[src/rtl/ask4_symbol_source.sv]
// 4-ASK pseudo-random symbol source feeding the pulse-shaping filter x_in.
// 22-bit Fibonacci LFSR (x^22+x^21+1), Gray-mapped to 1s17 levels, upsampled by 4.
//
// state     | meaning
// IDLE      | output 0 on every sample, LFSR frozen
// PN_STUFF  | symbol on sym_clk_en samples, zero on the other samples
// PN_HOLD   | symbol on sym_clk_en samples, previous value held otherwise
// IMP_ARMED | first sample of a mode-2 entry: emits IMP_AMP once
// IMP_DONE  | impulse already issued, output 0 until mode 2 is left and re-entered
module ask4_symbol_source #(
  parameter logic        [21:0] SEED    = 22'h3FFFFF,
  parameter logic signed [17:0] LVL_HI  = 18'sd98304,
  parameter logic signed [17:0] LVL_LO  = 18'sd32768,
  parameter logic signed [17:0] IMP_AMP = 18'sd131071
) (
  input  logic               sys_clk,
  input  logic               rst,
  input  logic               sam_clk_en,
  input  logic               sym_clk_en,
  input  logic [1:0]         mode,
  output logic signed [17:0] x_out,
  output logic [1:0]         sym_out,
  output logic               sym_valid,
  output logic               lfsr_wrap
);

  typedef enum logic [2:0] {
    IDLE      = 3'd0,
    PN_STUFF  = 3'd1,
    PN_HOLD   = 3'd2,
    IMP_ARMED = 3'd3,
    IMP_DONE  = 3'd4
  } state_t;

  state_t      state;
  state_t      state_nx;
  logic [1:0]  mode_q;
  logic [21:0] lfsr;
  logic [21:0] lfsr_s1;
  logic [21:0] lfsr_s2;
  logic [1:0]  sym_cur;
  logic signed [17:0] level;
  logic        pn_nx;
  logic        advance;

  // mode_q is the mode seen at the previous sample; it gates impulse re-arming.
  always_comb begin
    state_nx = state;
    case (mode)
      2'd0: state_nx = PN_STUFF;
      2'd1: state_nx = PN_HOLD;
      2'd2: state_nx = (mode_q != 2'd2) ? IMP_ARMED : IMP_DONE;
      default: state_nx = IDLE;
    endcase
  end

  always_comb begin
    lfsr_s1 = {lfsr[20:0], lfsr[21] ^ lfsr[20]};
    lfsr_s2 = {lfsr_s1[20:0], lfsr_s1[21] ^ lfsr_s1[20]};
    sym_cur = lfsr[21:20];
    level   = '0;
    case (sym_cur)
      2'b00: level = -LVL_HI;
      2'b01: level = -LVL_LO;
      2'b11: level = LVL_LO;
      default: level = LVL_HI;
    endcase
    pn_nx   = (state_nx == PN_STUFF) || (state_nx == PN_HOLD);
    advance = sam_clk_en && sym_clk_en && pn_nx;
  end

  always_ff @(posedge sys_clk) begin
    if (rst) begin
      state     <= IDLE;
      mode_q    <= 2'd3;
      lfsr      <= SEED;
      x_out     <= '0;
      sym_out   <= '0;
      sym_valid <= 1'b0;
      lfsr_wrap <= 1'b0;
    end else begin
      sym_valid <= 1'b0;
      lfsr_wrap <= 1'b0;
      if (sam_clk_en) begin
        mode_q <= mode;
        state  <= state_nx;
        case (state_nx)
          PN_STUFF:  x_out <= sym_clk_en ? level : '0;
          PN_HOLD:   if (sym_clk_en) x_out <= level;
          IMP_ARMED: x_out <= IMP_AMP;
          default:   x_out <= '0;
        endcase
        if (advance) begin
          lfsr      <= lfsr_s2;
          sym_out   <= sym_cur;
          sym_valid <= 1'b1;
          lfsr_wrap <= (lfsr_s2 == SEED);
        end
      end
    end
  end

endmodule

[config.mk]
export PLATFORM = sky130hd
export DESIGN_NAME = ask4_symbol_source
export DESIGN_NICKNAME = d
export VERILOG_FILES = /design/src/rtl/ask4_symbol_source.sv
export SDC_FILE = /design/constraint.sdc
export NUM_CORES = 1
export LEC_CHECK = 0
export CAP_MARGIN = 25
export CELL_PAD_IN_SITES_DETAIL_PLACEMENT = 0
export CELL_PAD_IN_SITES_GLOBAL_PLACEMENT = 1
export CORE_ASPECT_RATIO = 2
export CORE_MARGIN = 4
export CORE_UTILIZATION = 30
export CTS_CLUSTER_DIAMETER = 30
export DETAILED_ROUTE_END_ITERATION = 12
export PLACE_DENSITY_LB_ADDON = 0.1
export SLEW_MARGIN = 5
export SYNTH_ARGS = -nofsm -noshare
export SYNTH_HDL_FRONTEND = slang
export SYNTH_SLANG_ARGS = --single-unit
[constraint.sdc]
create_clock -name sys_clk -period 1.5 [get_ports sys_clk]
set_input_delay 0.375 -clock sys_clk [delete_from_list [all_inputs] [get_ports sys_clk]]
set_output_delay 0.375 -clock sys_clk [all_outputs]
set_load 0.02 [all_outputs]
* Word-level counts from Yosys, hierarchy flattened *
Cells that the tools add are included.

word-level totals
  register bits after elaboration = 46
  bits in writable memories = 0
  bits in read-only memories = 0
  memories = 0
  word-level logic and storage cells = 36
  output and inout port bits = 22
  bits of input ports = 6
  latch bits = 0

cells by class
  add/sub/neg operators = 0
  div/mod/pow operators = 0
  shifts and indexed selects = 0
  equality and inequality tests = 10
  multiply operators = 0
  bitwise operators = 4
  mux-type cells = 7
  magnitude comparators = 0
  reduce and logical (&&, ||, !) cells = 9

operators by type and width
  cell                  count
  $pmux 18 s3           2
  $mux 18               2
  $eq 22x22->1 const B  1
  $pmux 3 s3            1
  $eq 3x2->1 const B    2
  $eq 2x1->1 const B    2
  $eq 2x2->1 const B    2
  $logic_not 2->1       2
  $ne 2x2->1 const B    2
  $reduce_and 2->1      2
  $eq 3x1->1 const B    1
  $mux 3                1
  $reduce_or 3->1       1
  $logic_and 1x1->1     2
  $not 1->1             2
  $reduce_or 2->1       1
  $xor 1x1->1           2
  $logic_or 1x1->1      1
  $mux 1                1

* Depth between registers and ports, before layout *
Gate-level depths: netlist of run 1.

  depth after elaboration = 8
  gate-level depth with buffers = 6
  depth with buffers taken out = 6

* Worst setup path before layout of run 1 *
Ideal clock, no wire load.

  path type = reg-to-output
  start point = register, netlist name x_out[14]
  end point = output port x_out[10]
  arrival time = 0.877 ns
  cell stages (with the launch flop) = 2
  path slack = 0.248 ns
  cell sequence = dfxtp_1 buf_4

RTL lines
  element    RTL line  text
  to (decl)  21        output logic signed [17:0] x_out,

==> flow_metrics.tcl, run 1 <==
set metrics [dict create \
    synthCells 168 \
    multiInputGateArea_um2 634 \
    cts-resized-gates 23 \
    endpoint_kind "output port" \
    dp_slack_ps -343 \
    track_usage_pct 11.9 \
    synth_area_leaders "dfxtp_1 (45%), nand2_1 (12%), nand3b_1 (10%), buf_4 (7.9%), nor2_1 (2.9%)" \
    antennaDiodeCount 0 \
    cts.clk_slew.worst_paths_ps 60 \
    die_w_um 56.9 \
    fin_crit_sh_pct 97.4 \
    post-dp-hpwl_um 2590 \
    p_per_area_mw_per_mm2 975 \
    place_area_mm2 0.00175 \
    place_congestion 0.706 \
    grt_pass1_vias 1217 \
    synthAdderAreaFrac_pct 1.75 \
    viasPerCell 4.76 \
    crit_fanout 16 \
    routedWlPerCell_um 13.4 \
    yosys_warnings 0 \
    io_buffer_count 27 \
    yosysSeqAreaShare_pct 44.7 \
    nets 204 \
    relSlewSlack_pct 82.3 \
    synth_top_area_share_pct 44.7 \
    core_area_mm2 0.00460 \
    final_hold_viol_count 0 \
    period_needed_ps 1460 \
    critPathRequiredTime_ps 1120 \
    peakVddDrop_mv 0.745 \
    clockBufferDepth 2 \
    drc 0 \
    cap_viol_max_count 0 \
    cts_max_level 2 \
    synth_nets 176 \
    skew_ps 6.84 \
    first_pass_iters 4 \
    clockRootBuffer "clkbuf_8" \
    synth-seq-cells 32 \
    instances_no_fill 249 \
    die_area_mm2 0.00601 \
    status "completed" \
    min_path_type "reg -> reg" \
    synth-simple-area-share_pct 32.5 \
    clock.fmax_mhz 685 \
    worst_pin_slew_ps 265 \
    antenna_found_initial 0 \
    rsz0062_at_grt "yes" \
    cts_tree "built" \
    vias 1186 \
    final-seq-area_um2 641 \
    synth_compound_area_share_pct 8.12 \
    cts_setup_buffers 0 \
    start_util_pct 31.2 \
    final_util_pct 39.4 \
    synthMuxAreaShare_pct 0.699 \
    grt_start_max_net_pins 17 \
    insertion_delay_ps 280 \
    placed_cells 244 \
    synth_xor_area_share_pct 0.611 \
    power_leakage_nw 0.878 \
    grt_pass1_wl_um 5550 \
    final_antenna_net_count 0 \
    design_area_mm2 0.00181 \
    io-pin-count 28 \
    cp.arrival_ps 1090 \
    synth_top_area_cell "dfxtp_1" \
    drt-initial-drc-count 12 \
    cp-start-kind "flop" \
    postCtsHoldBufs 0 \
    nFillCells 499 \
    slew_viol_final 0 \
    wirelength_um 3330 \
    finalSetupTns_ps 0 \
    layout_setup_ws_ps 39.4 \
    yosysUniqueCellTypes 32 \
    cts.sinks 32 \
    critical_path_class "reg -> out" \
    synthToLayoutAreaGrowth_pct 26.6 \
    cts_made_buffers 5 \
    syn_area_mm2 0.00143 \
    avgSynthCellArea_um2 8.53 \
    rows 35 \
    synth_top_family_by_area "simple AND/OR/NAND/NOR gates" \
    grt-ovfl-total 0 \
    finalSetupViolCount 0 \
    die_h_um 106 \
    layout-drive-gt1-share_pct 14.4 \
]
==> synth_stat cells, drive strengths merged <==
cell type  count
a211o          3
and2           1
clkbuf         4
a21oi          5
ha             2
nor2          11
mux2i          1
inv            3
a32oi          1
nor4           1
nand2b         1
o211ai         1
nand2         46
and3           1
buf           18
nor2b          3
o21bai         3
xor2           1
nand4          5
nor3b          1
dfxtp         32
or3b           1
o2bb2ai        1
nand3b        19
o21ai          2
nor3           1
==> path summary, 6_finish.rpt <==
check	slack (ps)	cells past startpoint	to	start
setup / recovery	40	2	x_out[13]	x_out[14]
hold / removal	450	2	x_out[16]	x_out[16]
setup reg to reg	200	5	lfsr_wrap	lfsr[21]
hold reg to reg	450	2	x_out[16]	x_out[16]
==> worst max-delay path, cell delays in order (launching register included) <==
cell and delay (ps):
dfxtp_1 350, buf_12 130, dlygate4sd2_1 330
==> registers in the layout, indices dropped and copies added, names as in the netlist <==
register and flops:
lfsr 22, lfsr_wrap 1, mode_q 2, sym_out 2, sym_valid 1, x_out 4
==> logic make-up after synthesis <==
logic type,after synthesis
and+or+nand+nor,91
DFF,32
buffers and inverters,25
AOI/OAI and AO/OA,16
adders and majority gates,2
xor gates and xnor gates,1
muxes,1
==> metrics by stage <==
step / total power, mW / hold slack (ps)
after detailed placement: 1.21 / 453
after global routing: 1.86 / 474
after floorplan: 1.11 / 441
after global placement: 1.21 / 440
after CTS: 1.80 / 460
final: 1.77 / 455
==> per-layer routing <==
layer	vias to the layer above	GRT usage, %	wire length (um)	part of all wire (%)
met3	6	2.82	151	4.5
met1	551	11.0	1210	36
met2	31	23.1	1910	57
li1	598	-	-	-
met4	0	5.97	69	2.1
met5	-	0	0	0
==> cell type report <==
| type | count | area share, % |
|---|---|---|
| multi-input combinational | 111 | 35.0 |
| inverter | 3 | 0.621 |
| tap | 55 | 3.80 |
| timing repair buffer | 43 | 21.5 |
| clock buffer | 5 | 3.80 |
| sequential | 32 | 35.3 |
==> layout by cell type, fill, tap and decap left out, types with 2 or more instances in the layout <==
cell,netlist,routed
buf_4,15,15
a211o_1,3,3
nor2b_1,2,2
inv_2,2,2
nand2_1,46,46
dlygate4sd2_1,0,13
nor2_1,11,11
nand4_1,5,5
ha_1,2,2
a21oi_1,4,4
nand3b_1,19,19
clkdlybuf4s50_1,0,4
clkdlybuf4s15_1,0,9
o21bai_1,3,3
clkbuf_8,0,5
dfxtp_1,32,32
==> power by group <==
part | leakage [nW] | switching [mW] | internal [mW] | total [mW]
logic | 0.580 | 0.136 | 0.122 | 0.258
clock network | 0.0359 | 0.288 | 0.299 | 0.587
registers | 0.262 | 0.0303 | 0.891 | 0.922
total | 0.878 | 0.455 | 1.31 | 1.77
Note: power is estimated with default switching activity, not from simulation.
==> run 2: changes to the inputs <==
--- a/config.mk
+++ b/config.mk
@@ -10,7 +10,7 @@
 export CELL_PAD_IN_SITES_GLOBAL_PLACEMENT = 1
 export CORE_ASPECT_RATIO = 2
 export CORE_MARGIN = 4
-export CORE_UTILIZATION = 30
+export CORE_UTILIZATION = 37
 export CTS_CLUSTER_DIAMETER = 30
 export DETAILED_ROUTE_END_ITERATION = 12
 export PLACE_DENSITY_LB_ADDON = 0.1
==> run 2 against run 1 <==
Net effect:
- clock power increased by 3%
- first-iteration DRC count unchanged
- wire length decreased by 3.8%
- clock-buffer cell count increased by 1
- utilization increased by 8.3 points
- critical path depth unchanged
- hold slack got worse by 4.1 ps
- fmax increased by 1.8%
- sequential cell count unchanged
- final cell count decreased by 1.6%
- sequential power about the same
- die area decreased by 17%
- critical endpoint is now x_out[4]
- highest routed layer unchanged
==> flow_metrics.tcl, run 2 (synthesized netlist as in run 1, its figures left out) <==
set metrics [dict create \
    status "completed" \
    vias 1158 \
    timing.hold.ws_ps 451 \
    cts_setup_buffers 0 \
    clock.fmax_mhz 697 \
    clockRootBuffer "clkbuf_8" \
    final_hold_viol_count 0 \
    grt-ovfl-total 0 \
    critical_path_class "reg -> out" \
    insertion_delay_ps 280 \
    die_h_um 96 \
    cp-start-kind "flop" \
    period_needed_ps 1440 \
    core_area_mm2 0.00368 \
    io-pin-count 28 \
    place_area_mm2 0.00175 \
    critPathBufInv 2 \
    clockBufferDepth 2 \
    min_path_type "reg -> reg" \
    cp.arrival_ps 1060 \
    die_w_um 52 \
    finalSetupViolCount 0 \
    antennaDiodeCount 0 \
    antenna_found_initial 0 \
    grt_pass1_vias 1174 \
    slew_viol_final 0 \
    grt_start_max_net_pins 32 \
    layout_setup_ws_ps 64.8 \
    min_from "x_out[15]" \
    slowest_delay_ps 380 \
    placed_cells 238 \
    cp_top_family "buffers and inverters" \
    ff2ff_path_depth 5 \
    cts_made_buffers 5 \
    cts_max_level 2 \
    endpoint_kind "output port" \
    track_usage_pct 14.4 \
    crit_chain "buf_12 > clkdlybuf4s15_2" \
    postCtsHoldBufs 0 \
    top_regs "lfsr (22), x_out (4)" \
    design_area_mm2 0.00176 \
    worst_hold_path.num_cells 2 \
    critPathRequiredTime_ps 1120 \
    viasPerCell 4.73 \
    nets 204 \
    relSlewSlack_pct 83.0 \
    routedWlPerCell_um 13.1 \
    place_congestion 0.762 \
    final_antenna_net_count 0 \
    peakVddDrop_mv 0.613 \
    start_util_pct 38.9 \
    drt-initial-drc-count 12 \
    cts.sinks 32 \
    largest_register_ffs 22 \
    r2r-end "lfsr_wrap" \
    rsz0062_at_grt "no" \
    io_buffer_count 27 \
    grt_pass1_wl_um 5340 \
    r2r_setup_slack_ps 160 \
    fin_crit_sh_pct 95.7 \
    final_util_pct 47.8 \
    cap_viol_max_count 0 \
    final_common_cell "nand2_1" \
    hold_end "x_out[15]" \
    post-dp-hpwl_um 2360 \
    drc 0 \
    worst_pin_slew_ps 253 \
    first_pass_iters 2 \
    dp_slack_ps -271 \
    wirelength_um 3210 \
    finalPower_mw 1.78 \
    instances_no_fill 245 \
    cts_tree "built" \
    final_cell_mix "nand2_1 (46), dfxtp_1 (32), nand3b_1 (19)" \
    power_leakage_nw 0.865 \
    p_per_area_mw_per_mm2 1010 \
    finalSetupTns_ps 0 \
    rows 31 \
    regMostFlops "lfsr" \
    synthToLayoutAreaGrowth_pct 22.9 \
    layout-drive-gt1-share_pct 23.0 \
    cts-resized-gates 39 \
    crit_fanout 15 \
    reg2reg_from "lfsr[20]" \
    die_area_mm2 0.00499 \
    skew_ps 8.06 \
    cp_slowest_cell "dfxtp_1" \
    cts.clk_slew.worst_paths_ps 60 \
]
==> run 2: worst max-delay path by stage <==
| stage | startpoint | slack [ps] | endpoint | cells after the start |
|---|---|---|---|---|
| detailed placement | mode[1] | -270 | lfsr[20] | 5 |
| finish | x_out[14] | 60 | x_out[4] | 2 |
| CTS | x_out[14] | 0.6 | x_out[9] | 2 |
| global placement | mode[1] | -240 | lfsr[20] | 5 |
| global route | x_out[14] | 10 | x_out[4] | 2 |
| floorplan | x_out[14] | 250 | x_out[10] | 1 |
==> run 2: cell type report <==
type / count / area [um^2]
Tap cell: 49 / 61.3
Timing Repair Buffer: 43 / 340
Sequential cell: 32 / 641
Fill cell: 380 / 1920
Clock buffer: 6 / 72.6
Inverter: 3 / 11.3
Multi-Input combinational cell: 111 / 629
Clock inverter: 1 / 5.00
==> run 2: worst reg2reg max path, cell delays in order (launching register included) <==
cell,delay [ps]
dfxtp_1,410
inv_2,70
ha_1,330
nand4_1,90
nor4_1,200
and3_1,190
==> run 2: layer usage <==
metal	vias up	track usage [%]	share of wire, %
li1	598	-	-
met1	537	13.8	38
met2	19	27.3	57
met3	4	4.03	3.2
met4	0	5.91	1.1
met5	-	0	0
==> run 2: power by group <==
part	total (mW)	switching [mW]	internal, mW
Sequential	0.923	0.0314	0.891
Combinational	0.254	0.135	0.119
Clock	0.606	0.291	0.315
Total	1.78	0.457	1.33
